--- config.mk ---
export PLATFORM = sky130hd
export DESIGN_NAME = pipe_ctrl
export DESIGN_NICKNAME = d
export VERILOG_FILES = /design/src/rtl/pipe_ctrl.sv
export SDC_FILE = /design/constraint.sdc
export NUM_CORES = 1
export LEC_CHECK = 0
export ABC_AREA = 1
export CAP_MARGIN = 5
export CORE_UTILIZATION = 54
export CTS_CLUSTER_SIZE = 30
export DETAILED_ROUTE_END_ITERATION = 7
export GPL_ROUTABILITY_DRIVEN = 0
export GPL_TIMING_DRIVEN = 0
export HOLD_SLACK_MARGIN = 0.02
export PLACE_DENSITY = 0.87
export SLEW_MARGIN = 10
export SYNTH_ARGS = -nofsm -noshare
export SYNTH_HDL_FRONTEND = slang
export SYNTH_SLANG_ARGS = --single-unit
export TNS_END_PERCENT = 20
--- constraint.sdc ---
create_clock -name clk_i -period 3.8 [get_ports clk_i]
set_input_delay 0.38 -clock clk_i [delete_from_list [all_inputs] [get_ports clk_i]]
set_output_delay 0.38 -clock clk_i [all_outputs]
set_load 0.03 [all_outputs]
--- src/rtl/pipe_ctrl.sv ---
// Stall/flush controller for the 5-stage RV32I pipeline.
// Resolves load-use, branch, multi-cycle execute and data-memory wait hazards.
module pipe_ctrl #(
  parameter int unsigned RADDR_WIDTH = 5,
  parameter int unsigned TIMEOUT     = 16,
  parameter int unsigned CNT_WIDTH   = 32
) (
  input  logic                   clk_i,
  input  logic                   rst_i,
  input  logic [RADDR_WIDTH-1:0] id_rs1_addr_i,
  input  logic [RADDR_WIDTH-1:0] id_rs2_addr_i,
  input  logic                   id_rs1_re_i,
  input  logic                   id_rs2_re_i,
  input  logic [RADDR_WIDTH-1:0] exe_reg_waddr_i,
  input  logic                   exe_is_load_i,
  input  logic                   exe_branch_i,
  input  logic                   exe_busy_i,
  input  logic                   mem_req_i,
  input  logic                   mem_ack_i,
  output logic [4:0]             stall_o,
  output logic [4:0]             flush_o,
  output logic                   timeout_o,
  output logic [CNT_WIDTH-1:0]   stall_cnt_o
);

  localparam int unsigned WCW = (TIMEOUT > 1) ? $clog2(TIMEOUT) : 1;

  localparam logic [1:0] ST_RUN      = 2'd0;
  localparam logic [1:0] ST_MEM_WAIT = 2'd1;
  localparam logic [1:0] ST_ABORT    = 2'd2;

  localparam logic [WCW-1:0]       WAIT_LAST = WCW'(TIMEOUT - 1);
  localparam logic [WCW-1:0]       WAIT_ONE  = WCW'(1);
  localparam logic [CNT_WIDTH-1:0] CNT_MAX   = '1;

  // Stage masks, bit order: pc, if_id, id_exe, exe_mem, mem_wb
  localparam logic [4:0] STALL_MEM  = 5'h0F;
  localparam logic [4:0] FLUSH_MEM  = 5'h10;
  localparam logic [4:0] STALL_BUSY = 5'h07;
  localparam logic [4:0] FLUSH_BUSY = 5'h08;
  localparam logic [4:0] FLUSH_BR   = 5'h06;
  localparam logic [4:0] STALL_LU   = 5'h03;
  localparam logic [4:0] FLUSH_LU   = 5'h04;
  localparam logic [4:0] FLUSH_ABRT = 5'h18;
  localparam logic [4:0] FLUSH_ALL  = 5'h1F;

  logic [1:0]           state_q, state_d;
  logic [WCW-1:0]       wait_cnt_q, wait_cnt_d;
  logic                 timeout_q, timeout_d;
  logic [CNT_WIDTH-1:0] stall_cnt_q, stall_cnt_d;

  logic rs1_hit_c, rs2_hit_c, load_use_c, mem_wait_c;

  // Hazard detection
  always_comb begin
    rs1_hit_c  = id_rs1_re_i && (id_rs1_addr_i == exe_reg_waddr_i);
    rs2_hit_c  = id_rs2_re_i && (id_rs2_addr_i == exe_reg_waddr_i);
    load_use_c = exe_is_load_i && (exe_reg_waddr_i != '0) && (rs1_hit_c || rs2_hit_c);
    mem_wait_c = 1'b0;
    case (state_q)
      ST_RUN:      mem_wait_c = mem_req_i && !mem_ack_i;
      ST_MEM_WAIT: mem_wait_c = !mem_ack_i;
      default:     mem_wait_c = 1'b0;
    endcase
  end

  // Prioritised stall/flush decision, zero latency
  always_comb begin
    stall_o = 5'h00;
    flush_o = 5'h00;
    if (!rst_i) begin
      flush_o = FLUSH_ALL;
    end else if (state_q == ST_ABORT) begin
      flush_o = FLUSH_ABRT;
    end else if (mem_wait_c) begin
      stall_o = STALL_MEM;
      flush_o = FLUSH_MEM;
    end else if (exe_busy_i) begin
      stall_o = STALL_BUSY;
      flush_o = FLUSH_BUSY;
    end else if (exe_branch_i) begin
      flush_o = FLUSH_BR;
    end else if (load_use_c) begin
      stall_o = STALL_LU;
      flush_o = FLUSH_LU;
    end
  end

  // Memory wait / timeout FSM
  always_comb begin
    state_d    = state_q;
    wait_cnt_d = wait_cnt_q;
    timeout_d  = 1'b0;
    case (state_q)
      ST_RUN: begin
        if (mem_req_i && !mem_ack_i) begin
          state_d    = ST_MEM_WAIT;
          wait_cnt_d = WAIT_ONE;
        end
      end
      ST_MEM_WAIT: begin
        if (mem_ack_i) begin
          state_d    = ST_RUN;
          wait_cnt_d = '0;
        end else if (wait_cnt_q == WAIT_LAST) begin
          state_d    = ST_ABORT;
          wait_cnt_d = '0;
          timeout_d  = 1'b1;
        end else begin
          wait_cnt_d = wait_cnt_q + WAIT_ONE;
        end
      end
      ST_ABORT: begin
        state_d    = ST_RUN;
        wait_cnt_d = '0;
      end
      default: begin
        state_d    = ST_RUN;
        wait_cnt_d = '0;
      end
    endcase
  end

  // Saturating stall-cycle counter
  always_comb begin
    stall_cnt_d = stall_cnt_q;
    if ((|stall_o) && (stall_cnt_q != CNT_MAX)) begin
      stall_cnt_d = stall_cnt_q + CNT_WIDTH'(1);
    end
  end

  always_ff @(posedge clk_i) begin
    if (!rst_i) begin
      state_q     <= ST_RUN;
      wait_cnt_q  <= '0;
      timeout_q   <= 1'b0;
      stall_cnt_q <= '0;
    end else begin
      state_q     <= state_d;
      wait_cnt_q  <= wait_cnt_d;
      timeout_q   <= timeout_d;
      stall_cnt_q <= stall_cnt_d;
    end
  end

  assign timeout_o   = timeout_q;
  assign stall_cnt_o = stall_cnt_q;

endmodule

==> metrics list <==
- Worst Setup Path Type: in -> out
- Clk pin slew, worst setup/hold paths: 70 ps
* Routed wire length on met3: 656 um
- Total number of yosys warnings: 0
- For this design the ratio of total power to cell area is 238.6 nW/um2.
* Antenna violations before repair: 0
* Most frequent cell after synthesis: sky130_fd_sc_hd__nand2_1
* Main area contributors after synthesis: sky130_fd_sc_hd__dfxtp_1 29%, sky130_fd_sc_hd__nand2_1 22%, sky130_fd_sc_hd__nor2_1 7.7%
* Critical Path Source Type: input port
* Worst Hold Class: reg -> reg
- Buffers added on ports: 65
* Count of state elements after synthesis: 39
- The worst-case IR drop observed on VDD is 223.5 uV.
- In the detailed route, the total length drawn on met2 is 3.308 mm.
- Final-report hold violation count: 0
- In this run switching power makes up 27.01% of total power.
- Number of antenna cells inserted: 0
- Count of pins over their slew limit: 0
- Maximum fanout count along the critical path: 11
- Global routing used 30.67% of the available tracks.
- For this run, the share of the core covered by cells in the final layout is 73.89%.
* Combinational share of power: 16.2%
- Setup repair after global routing left no endpoint under its margin.
* Gate count after technology mapping: 454
- Hold Path Origin: wait_cnt_q[1]
* Pre-Repair DR Iteration Count: 5
* Initial standard-cell utilization of the core: 56.61%
- Top sig layer: met4
* Placement Rows: 25
- Pre-CTS setup slack: 747.1 ps
- In this run the critical register-to-register path is launched from stall_cnt_o[0].
* Worst Hold Margin: 511.8 ps
- For this run, the slowest stage of the critical path takes 650 ps.
- Synthesis produced a netlist with a net count of 480.
- Fin Clk Skew: 8.419 ps
- Relative contribution of the clock network to total power: 34.3%
* Switching component of the power: 0.0002265 W
* P_int: 0.0006119 W
- Required time of the critical path: 3420 ps
- Fraction of layout cells with a size suffix above 1: 4.563%
- Number of setup violations in the final report: 0
- Traced cell by cell, the critical path runs through clkdlybuf4s50_1 > nor3_2 > nor2_1 > nand2_1 > nand2_1 > nand2_2 > buf_2 > buf_4 > clkdlybuf4s50_1.
- Post-cts hold buffer count: 0
* Sum of negative setup slack: 0 ps
- Fraction of synthesized cell area taken by the top area cell type: 29.01%
* Remaining max-slew budget at the tightest pin: 56.40%
- Global-route congestion overflow total: 0
- At the end of the flow, the number of nets in the layout was 552.
* I/O pin count: 67
- Detailed placement finished with a half-perimeter wire length of 5.715 mm.
- Routed vias/inst: 5.300
- Status: finished clean
- The clock net in this run drives a total of 39 sinks.
- The number of global-route vias before repair was 2911.
- # H-tree levels: 2
* Vias post-DR: 3143
- Library cell used as clock root buffer: sky130_fd_sc_hd__clkbuf_8
- Based on the critical path, the design can be clocked at up to 0.3275 GHz.
- Detailed-route wire length: 7.368 mm
- Maximum number of pins on one net before global-route repair: 12
* P&R area growth vs syn: 30.54%
* Proportion of synthesized chip area in sequential cells: 29.01%
- Chip width: 72.60 um
- Broken down by cell family, the worst path's largest delay share belongs to buffers and inverters.
* Crit path buf inv count: 4
- For the finished layout, the period the worst path requires is 3053 ps.
- The core region is 4755 um2.
- Post-synth EDFFs: 0
- Part of the total power dissipated in sequential elements: 49.5%
- STA classifies the critical path endpoint as an output port.
* Main synth FF type: sky130_fd_sc_hd__dfxtp_1
- Wire length of the first global-routing pass: 12.72 mm
* Total die area: 5270 um2
- The finished layout holds 593 standard cells, fillers aside.
- Max capacitance violation total: 0
* Cell type with the largest total area after synthesis: sky130_fd_sc_hd__dfxtp_1
- Setup slack closes at 746.8 ps.
- In the synthesized netlist, the cells that appear most often are 158 x sky130_fd_sc_hd__nand2_1, 55 x sky130_fd_sc_hd__nor2_1, 44 x sky130_fd_sc_hd__inv_1, 41 x sky130_fd_sc_hd__nand3_1, 39 x sky130_fd_sc_hd__dfxtp_1.
- Post-DRT Antenna Nets: 0
- WP data arrival: 2670 ps
- Transition time at the pin with the least slew margin: 654.0 ps
- Including well taps, the total number of placed cells is 586.
* Starting DRC count in detailed routing: 328
- Dividing the detail-routed wire length by the instance count gives 12.42 um.
* Final worst-path cycle share: 80.35%
* Setup fix buffers added after clock tree synthesis: 0
- Leakage power total: 1.316 nW
- Slowest-stage cell, CP: sky130_fd_sc_hd__clkdlybuf4s50_1
- In this run, CTS created clock tree buffers numbering 5.
* Number of distinct library cell variants in the gate-level netlist after synthesis: 28
* Maximum buffer depth of the clock tree: 2
- Post-route DRC: 0
- Post-CTS Resized: 0
- TritonCTS clock tree: built
- Average cell area after synthesis: 5.928 um2
* Die extent in y: 72.60 um
* Insertion delay of the later-clocked pin in the worst-skew pair: 300 ps
* Async SR Flop Fraction: 0%
- The cell area that synthesis handed to floorplanning was 2691 um2.
- M1 wire length: 3.197 mm
- Worst setup path start: mem_ack_i
## worst reg2reg max path: cells and delay by family, from the launching register on
kind / cells / cell delay (ps)
compound gates: 1 / 80
fa+ha+maj: 1 / 310
buf+inv: 2 / 370
flops: 1 / 440
simple gates: 5 / 910
## sequential cells by signal (all words and copies together), names as in the netlist
name,cells
stall_cnt_o,32
state_q,2
timeout_o,1
wait_cnt_q,4
## layout make-up
type,instances,area [um2]
buffer,15,87.58
fill,422,1241
multi-input combinational,354,1650
sequential,39,780.7
clock inverter,1,5.005
clock buffer,6,82.58
timing repair buffer,65,650.6
tap,67,83.83
inverter,46,172.7
## placed cells by master, fill, tap and decap left out, types with 4 or more instances in the layout
cell / netlist / layout
sky130_fd_sc_hd__nand2_1: 158 / 158
sky130_fd_sc_hd__clkdlybuf4s50_1: 0 / 65
sky130_fd_sc_hd__nor2_1: 55 / 55
sky130_fd_sc_hd__inv_1: 44 / 44
sky130_fd_sc_hd__nand3_1: 41 / 41
sky130_fd_sc_hd__dfxtp_1: 39 / 39
sky130_fd_sc_hd__a21oi_1: 38 / 38
sky130_fd_sc_hd__xor2_1: 13 / 13
sky130_fd_sc_hd__nor3_1: 12 / 12
sky130_fd_sc_hd__clkbuf_1: 7 / 7
sky130_fd_sc_hd__nand3b_1: 6 / 6
sky130_fd_sc_hd__xnor2_1: 6 / 6
sky130_fd_sc_hd__clkbuf_8: 0 / 6
sky130_fd_sc_hd__nand4_1: 5 / 5
sky130_fd_sc_hd__nand2_2: 4 / 4
## metrics by stage
step | cell area (um2) | total power, W
after floorplan | 2691 | 0.0005012
after global placement | 3426 | 0.0005571
after detailed placement | 3426 | 0.0005600
after CTS | 3513 | 0.0008410
after global routing | 3513 | 0.0008703
final | 3513 | 0.0008384
## path summary, 6_finish.rpt
| path | end | slack [ps] | cells past startpoint |
|---|---|---|---|
| setup / recovery | stall_o[1] | 750 | 9 |
| hold / removal | wait_cnt_q[1] | 510 | 2 |
| setup reg to reg | stall_cnt_o[19] | 1560 | 9 |
| hold reg to reg | wait_cnt_q[1] | 510 | 2 |
## kinds of logic after synthesis
kind of cell,count (synthesis),synth area share [%]
XOR/XNOR,19,6.183
flip-flops,39,29.01
AND/OR/NAND/NOR,288,45.65
buffers and inverters,61,9.670
adder cells (fa/ha/maj),2,0.9297
other,1,0.1393
AO/OA/AOI/OAI,44,8.414
## power groups by stage
stage	clock [W]	combinational, W	sequential, W
3_3_place_gp	0	0.000133	0.000424
3_5_place_dp	0	0.000135	0.000425
4_1_cts	0.000290	0.000136	0.000415
5_1_grt	0.000305	0.000150	0.000416
2_1_floorplan	0	0.0000744	0.000427
6_report	0.000288	0.000136	0.000415
## metal layers
metal	vias up	track usage, %
li1	1579	-
met1	1390	38.23
met2	145	48.49
met3	29	8.425
met4	0	15.69
met5	-	0
(Power assumes the default switching activity.)
